--- src/rtl/maxpool_binarize_if.sv ---
// Stream and threshold-bank signals of the max-pool / binarise stage.
interface maxpool_binarize_if #(
  parameter int LANES = 7,
  parameter int DW    = 4,
  parameter int TW    = 11,
  parameter int CHW   = 4
) ();
  logic                  in_valid;
  logic                  in_ready;
  logic [LANES*DW-1:0]   in_data;
  logic [CHW-1:0]        in_ch;
  logic                  thr_we;
  logic [CHW-1:0]        thr_addr;
  logic [2*(TW+1)-1:0]   thr_wdata;
  logic                  out_valid;
  logic                  out_ready;
  logic [DW-1:0]         out_max;
  logic                  out_bin;
  logic [CHW-1:0]        out_ch;

  modport slave (
    input  in_valid, in_data, in_ch, thr_we, thr_addr, thr_wdata, out_ready,
    output in_ready, out_valid, out_max, out_bin, out_ch
  );

  modport master (
    output in_valid, in_data, in_ch, thr_we, thr_addr, thr_wdata, out_ready,
    input  in_ready, out_valid, out_max, out_bin, out_ch
  );
endinterface

--- src/rtl/maxpool_binarize.sv ---
// Lane-max and temporal-max pooling followed by per-channel threshold
// binarisation. Two register stages (window result, output) with a global
// stall driven by the output handshake.
module maxpool_binarize #(
  parameter int LANES = 7,
  parameter int DW    = 4,
  parameter int TW    = 11,
  parameter int CH    = 16,
  parameter int CHW   = 4,
  parameter int POOL  = 1
) (
  input  logic              clk,
  input  logic              rst,
  maxpool_binarize_if.slave bus
);
  localparam int CNTW = (POOL > 1) ? $clog2(POOL) : 1;
  localparam int CHIW = (CH > 1) ? $clog2(CH) : 1;
  localparam int EW   = 2 * (TW + 1);
  // 2*max needs DW+1 bits; one extra bit keeps the compare sign-safe
  localparam int CW   = ((DW + 1 > TW) ? DW + 1 : TW) + 1;
  localparam logic [CNTW-1:0] CNT_LAST = CNTW'(POOL - 1);

  logic                   adv1_s, in_ready_s, accept_s, last_s;
  logic signed [DW-1:0]   lane_max_s, lane_v_s;
  logic [CNTW-1:0]        cnt_q, cnt_d;
  logic signed [DW-1:0]   acc_q, acc_d;
  logic                   s1_valid_q;
  logic signed [DW-1:0]   s1_max_q;
  logic [CHW-1:0]         s1_ch_q;
  logic                   out_valid_q, out_bin_q;
  logic [DW-1:0]          out_max_q;
  logic [CHW-1:0]         out_ch_q;
  logic [EW-1:0]          bank_q [CH];
  logic [CHIW-1:0]        rd_idx_s;
  logic [EW-1:0]          entry_s;
  logic                   sign_s, gt_s, bin_s, wr_ok_s;
  logic signed [TW-1:0]   thr_s;
  logic signed [CW-1:0]   dbl_s, thr_ext_s;

  assign adv1_s      = !out_valid_q || bus.out_ready;
  assign in_ready_s  = !s1_valid_q || adv1_s;
  assign accept_s    = bus.in_valid && in_ready_s;
  assign last_s      = (cnt_q == CNT_LAST);
  assign wr_ok_s     = (32'(bus.thr_addr) < 32'(CH));
  assign bus.in_ready = in_ready_s;

  // Signed maximum across all lanes of the incoming beat (lane 0 in MSBs)
  always_comb begin
    lane_max_s = $signed(bus.in_data[LANES*DW-1 -: DW]);
    lane_v_s   = lane_max_s;
    for (int i = 1; i < LANES; i++) begin
      lane_v_s = $signed(bus.in_data[(LANES-1-i)*DW +: DW]);
      if (lane_v_s > lane_max_s) lane_max_s = lane_v_s;
      else                       lane_max_s = lane_max_s;
    end
  end

  // Window accumulation: restart on the first beat, else keep the running max
  always_comb begin
    if (cnt_q == {CNTW{1'b0}})   acc_d = lane_max_s;
    else if (lane_max_s > acc_q) acc_d = lane_max_s;
    else                         acc_d = acc_q;
    if (last_s) cnt_d = {CNTW{1'b0}};
    else        cnt_d = cnt_q + CNTW'(1);
  end

  // Window counter and running max move only on accepted beats
  always_ff @(posedge clk) begin
    if (rst) begin
      cnt_q <= {CNTW{1'b0}};
      acc_q <= {DW{1'b0}};
    end else if (accept_s) begin
      cnt_q <= cnt_d;
      acc_q <= acc_d;
    end
  end

  // Stage 1 holds one completed window until stage 2 can take it
  always_ff @(posedge clk) begin
    if (rst) begin
      s1_valid_q <= 1'b0;
      s1_max_q   <= {DW{1'b0}};
      s1_ch_q    <= {CHW{1'b0}};
    end else if (accept_s && last_s) begin
      s1_valid_q <= 1'b1;
      s1_max_q   <= acc_d;
      s1_ch_q    <= bus.in_ch;
    end else if (adv1_s) begin
      s1_valid_q <= 1'b0;
    end
  end

  // Threshold lookup and signed compare of twice the pooled max
  always_comb begin
    if (32'(s1_ch_q) < 32'(CH)) rd_idx_s = CHIW'(s1_ch_q);
    else                        rd_idx_s = {CHIW{1'b0}};
    entry_s = bank_q[rd_idx_s];
    if (!s1_max_q[DW-1]) begin
      sign_s = entry_s[EW-1];
      thr_s  = $signed(entry_s[EW-2 -: TW]);
    end else begin
      sign_s = entry_s[TW];
      thr_s  = $signed(entry_s[TW-1:0]);
    end
    dbl_s     = {{(CW-DW-1){s1_max_q[DW-1]}}, s1_max_q, 1'b0};
    thr_ext_s = {{(CW-TW){thr_s[TW-1]}}, thr_s};
    gt_s      = (dbl_s > thr_ext_s);
    bin_s     = (gt_s == sign_s);
  end

  // Output register: loads on advance, holds while the consumer stalls
  always_ff @(posedge clk) begin
    if (rst) begin
      out_valid_q <= 1'b0;
      out_max_q   <= {DW{1'b0}};
      out_bin_q   <= 1'b0;
      out_ch_q    <= {CHW{1'b0}};
    end else if (adv1_s) begin
      out_valid_q <= s1_valid_q;
      if (s1_valid_q) begin
        out_max_q <= s1_max_q;
        out_bin_q <= bin_s;
        out_ch_q  <= s1_ch_q;
      end
    end
  end

  // Threshold bank: reset clears every entry, out-of-range writes are dropped
  always_ff @(posedge clk) begin
    if (rst) begin
      for (int i = 0; i < CH; i++) bank_q[i] <= {EW{1'b0}};
    end else if (bus.thr_we && wr_ok_s) begin
      bank_q[CHIW'(bus.thr_addr)] <= bus.thr_wdata;
    end
  end

  assign bus.out_valid = out_valid_q;
  assign bus.out_max   = out_max_q;
  assign bus.out_bin   = out_bin_q;
  assign bus.out_ch    = out_ch_q;
endmodule

--- src/flat_wrapper.sv ---
// flat-port wrapper written by rule: the top's interface ports become plain ports
module maxpool_binarize_flat 
#(
  parameter int LANES = 7,
  parameter int DW    = 4,
  parameter int TW    = 11,
  parameter int CH    = 16,
  parameter int CHW   = 4,
  parameter int POOL  = 1
)
  (clk, rst, bus_in_valid, bus_in_data, bus_in_ch, bus_thr_we, bus_thr_addr, bus_thr_wdata, bus_out_ready, bus_in_ready, bus_out_valid, bus_out_max, bus_out_bin, bus_out_ch);
  maxpool_binarize_if #(.LANES(LANES), .DW(DW), .TW(TW), .CHW(CHW)) bus_i ();
  input  logic clk;
  input  logic rst;
  input wire logic [$bits(bus_i.in_valid)-1:0] bus_in_valid;
  input wire logic [$bits(bus_i.in_data)-1:0] bus_in_data;
  input wire logic [$bits(bus_i.in_ch)-1:0] bus_in_ch;
  input wire logic [$bits(bus_i.thr_we)-1:0] bus_thr_we;
  input wire logic [$bits(bus_i.thr_addr)-1:0] bus_thr_addr;
  input wire logic [$bits(bus_i.thr_wdata)-1:0] bus_thr_wdata;
  input wire logic [$bits(bus_i.out_ready)-1:0] bus_out_ready;
  output wire logic [$bits(bus_i.in_ready)-1:0] bus_in_ready;
  output wire logic [$bits(bus_i.out_valid)-1:0] bus_out_valid;
  output wire logic [$bits(bus_i.out_max)-1:0] bus_out_max;
  output wire logic [$bits(bus_i.out_bin)-1:0] bus_out_bin;
  output wire logic [$bits(bus_i.out_ch)-1:0] bus_out_ch;
  assign bus_i.in_valid = bus_in_valid;
  assign bus_i.in_data = bus_in_data;
  assign bus_i.in_ch = bus_in_ch;
  assign bus_i.thr_we = bus_thr_we;
  assign bus_i.thr_addr = bus_thr_addr;
  assign bus_i.thr_wdata = bus_thr_wdata;
  assign bus_i.out_ready = bus_out_ready;
  assign bus_in_ready = bus_i.in_ready;
  assign bus_out_valid = bus_i.out_valid;
  assign bus_out_max = bus_i.out_max;
  assign bus_out_bin = bus_i.out_bin;
  assign bus_out_ch = bus_i.out_ch;
  maxpool_binarize #(.LANES(LANES), .DW(DW), .TW(TW), .CH(CH), .CHW(CHW), .POOL(POOL)) u_core (.clk(clk), .rst(rst), .bus(bus_i));
endmodule
--- config.mk ---
export PLATFORM = sky130hd
export DESIGN_NAME = maxpool_binarize_flat
export DESIGN_NICKNAME = d
export VERILOG_FILES = /design/src/rtl/maxpool_binarize_if.sv /design/src/rtl/maxpool_binarize.sv /design/src/flat_wrapper.sv
export SDC_FILE = /design/constraint.sdc
export NUM_CORES = 1
export LEC_CHECK = 0
export ABC_CLOCK_PERIOD_IN_PS = 22600
export BUFFER_PORTS_ARGS = -buffer_cell sky130_fd_sc_hd__buf_2
export CAP_MARGIN = 30
export CORE_MARGIN = 10
export CORE_UTILIZATION = 40
export CTS_BUF_LIST = sky130_fd_sc_hd__clkbuf_8 sky130_fd_sc_hd__clkbuf_16
export CTS_CLUSTER_DIAMETER = 40
export DETAILED_ROUTE_END_ITERATION = 10
export GPL_TIMING_DRIVEN = 0
export PLACE_DENSITY_LB_ADDON = 0.12
export RECOVER_POWER = 100
export SYNTH_ARGS = -nofsm -noshare
export SYNTH_HDL_FRONTEND = slang
export SYNTH_SLANG_ARGS = --single-unit
export TNS_END_PERCENT = 1
--- constraint.sdc ---
create_clock -name clk -period 22.6 [get_ports clk]
set_input_delay 1.13 -clock clk [delete_from_list [all_inputs] [get_ports clk]]
set_output_delay 1.13 -clock clk [all_outputs]
set_load 0.01 [all_outputs]
==> impl_metrics.toml <==
[die]
dieArea_mm2 = 0.0582
die_h_um = 241
core_mm2 = 0.0486
core.rowCount = 81
ios = 76
initial_core_util_pct = 40.3
die-width_um = 241

[route]
viasPerCell = 5.24
vias = 11200
wl_per_cell_um = 22.9
first_pass_iters = 5
antenna_left = 0
drt_wl_total_um = 48800
drt_iter0_drc = 789
drc = 0

[cts]
htreeDepth = 2
clock-sinks = 407
cts.repair.resized = 0
post_cts_buffers = 0
cts_hold_buf = 0
clockBufferDepth = 3
cts_root_buffer = "clkbuf_16"
cts.clk_slew.worst_paths_ns = 0.06
clk-insertion-delay-late_ns = 0.60
cts_tree = "built"
cts_made_buffers = 57

[place]
numPortBuffers = 71
dp_hpwl_um = 34700
gp_congestion = 0.825

[final_layout]
nets = 1556
area.growth.synth_to_final_pct = 16.0
drive_gt1_share_pct = 20.0
fin_util_pct = 46.7
fillers = 4320

[flow_run]
drv_cap = 16

[synth]
synth-seq-cells = 407
netlist_instances = 1318
yosysUniqueCellTypes = 66
synth_top_flop_cell = "edfxtp_1"
avgSynthCellArea_um2 = 14.9
yosysSeqAreaShare_pct = 61.2
synthArstFlopShare_pct = 0
synthTopCellsByArea = "edfxtp_1 (59%), mux4_2 (14%), and2_1 (12%)"
synth-edff-count = 384
syn_nets = 1409
ys_warn_count = 0
syn-cell-area_mm2 = 0.0196
synth_top_area_share_pct = 58.9
yosysTopAreaCell = "edfxtp_1"

[timing]
worst_slew_margin_rel_pct = -162
worst_clock_skew_ns = 0.0294
slew_violations = 299
period_minus_slack_ns = 11.00
worst_pin_slew_ns = 3.89
period_share_pct = 48.7
fin_setup_tns_ns = 0
hold_violations = 0
rsz0062_at_grt = "no"
max_freq_ghz = 0.0909
setup_viol = 0
hold_slack_ns = 0.479

[hold_path]
hp-start = "u_core.rd_idx_s[1]"
holdPathStages = 2
hold_class = "flip-flop to flip-flop"

[worst_setup_path]
path_class = "primary input to flip-flop"
critical_path.top_delay_family = "compound AO/OA/AOI/OAI gates"
timing.rr.end = "u_core.bus.out_bin"
crit_path_start_kind = "primary input"
cpPeakStageDelay_ns = 0.59
worstPathArrival_ns = 11.52
critical_path.endpoint_type = "flip-flop"
path_buf_inv = 6
rr_worst_depth = 22
cp_max_fo = 7
cpMaxStageDelayCell = "a211oi_1"
regToRegSetupSlack_ns = 16.49
worstPathRequired_ns = 23.12

[power_and_ir_drop]
cellPowerDensity_mw_per_mm2 = 90.5
vdd_drop_max_mv = 0.0546
p_leak_nw = 7.75

[grt]
grt_max_degree = 25
antenna_found_initial = 4
grt_overflow = 0
grt_first_pass_wirelength_um = 73400
track_usage_pct = 17.0
grt_pass1_vias = 11600

[status]
status = "complete, but fails checks"
violations = "capacitance limit, slew limit"
[cells by family (layout without fill, tap and decap cells)]
family / after synthesis / count (layout) / share of synthesized area [%]
and+or+nand+nor: 509 / 509 / 15.5
DFF: 407 / 407 / 61.2
other: 0 / 1 / 0
adders and majority gates: 27 / 27 / 1.72
buffers and inverters: 121 / 314 / 2.32
muxes: 151 / 151 / 15.4
xor gates and xnor gates: 9 / 9 / 0.402
AOI/OAI and AO/OA: 94 / 94 / 3.41
[synthesized netlist by cell type, types with 6 or more instances]
cell type	instances
and2_1	385
edfxtp_1	384
mux4_2	120
clkbuf_1	86
nor2_1	43
a21oi_1	28
ha_1	26
mux2i_1	26
inv_1	25
dfxtp_1	23
o21ai_0	22
nand2_1	20
nor2b_1	10
buf_1	9
nor3_1	9
nand2b_1	8
nand3_1	7
nand4_1	6
xnor2_1	6
[cell usage in the layout (no fill, tap or decap), types with 5 or more instances in the layout]
cell and count:
and2_0 207, ha_1 26, clkinv_2 12, nor2_1 43, mux2i_1 26, clkinv_4 5
clkbuf_16 61, buf_2 61, clkbuf_1 110, edfxtp_1 384, mux4_2 120, nand3_1 7
nand4_1 6, xnor2_1 6, a31oi_1 5, and2_1 178, buf_1 8, nand2_1 20
inv_1 30, a21oi_1 28, nor3_1 10, dfxtp_1 23, o21ai_0 22, nor2b_1 10
nand2b_1 8, inv_6 6
[through the flow]
step	cells	setup WS [ns]	power [mW]	area (µm²)
floorplan	1318	13.25	1.10	19600
global placement	2011	11.79	1.19	20700
detailed placement	2026	11.69	1.20	21200
CTS	2131	12.29	2.09	23100
global route	2134	10.47	2.14	22700
finish	2134	11.60	2.06	22700
[where the power goes]
part | switching [mW] | internal [mW] | total [mW] | leakage, nW
logic | 0.164 | 0.122 | 0.286 | 2.92
clock network | 0.343 | 0.541 | 0.885 | 0.971
registers | 0.0158 | 0.871 | 0.887 | 3.85
total | 0.523 | 1.53 | 2.06 | 7.75
[per-layer routing]
metal | vias to the layer above | GRT usage (%) | wire [µm]
met3 | 63 | 3.12 | 2270
met4 | 6 | 3.75 | 766
met2 | 213 | 26.9 | 23100
li1 | 5198 | - | -
met5 | - | 0 | 34
met1 | 5698 | 23.9 | 22600
[flip-flops by register name, indices dropped and copies added, names as in the netlist, named ones only]
| signal | count |
|---|---|
| u_core.bus.out_max | 4 |
| u_core.bus.out_bin | 1 |
| u_core.acc_q | 4 |
| u_core.bus.out_valid | 1 |
| u_core.bank_q | 384 |
| u_core.s1_valid_q | 1 |
| u_core.rd_idx_s | 4 |
| u_core.bus.out_ch | 4 |
[worst max path at each step]
stage / start / end / cells after the start
floorplan: bus_in_data[27] / u_core.acc_q[2] / 49
global placement: bus_in_data[26] / u_core.acc_q[2] / 50
detailed placement: bus_in_data[26] / u_core.acc_q[2] / 50
CTS: bus_in_data[26] / u_core.acc_q[2] / 50
global route: bus_in_data[26] / u_core.acc_q[2] / 49
finish: bus_in_data[26] / u_core.acc_q[2] / 49
[cell type report]
cell class,count,area [µm²],share of cell area (%)
Sequential cell,407,12000,52.8
Multi-Input combinational cell,790,7100,31.3
Clock buffer,62,1540,6.78
Tap cell,622,778,3.43
Timing Repair Buffer,88,470,2.07
Clock inverter,43,377,1.66
Buffer,96,362,1.59
Inverter,25,93.8,0.413
Antenna cell,1,2.50,0.0110
[worst register-to-register path: stages, from the launching register on]
cell	delay [ns]
dfxtp_1	0.31
clkbuf_1	0.64
clkbuf_1	0.48
buf_16	0.21
clkbuf_1	0.33
buf_8	0.21
clkbuf_1	0.69
mux4_2	0.67
mux4_2	0.54
mux2i_1	0.21
ha_1	0.28
a21oi_1	0.13
nor2b_1	0.05
o21ai_0	0.15
nand2b_1	0.09
a21oi_1	0.14
nor2b_1	0.06
o21ai_0	0.17
a31oi_1	0.13
xnor2_1	0.22
nor2_1	0.06
a21oi_1	0.14
nor2_1	0.05
(Power assumes the default switching activity.)
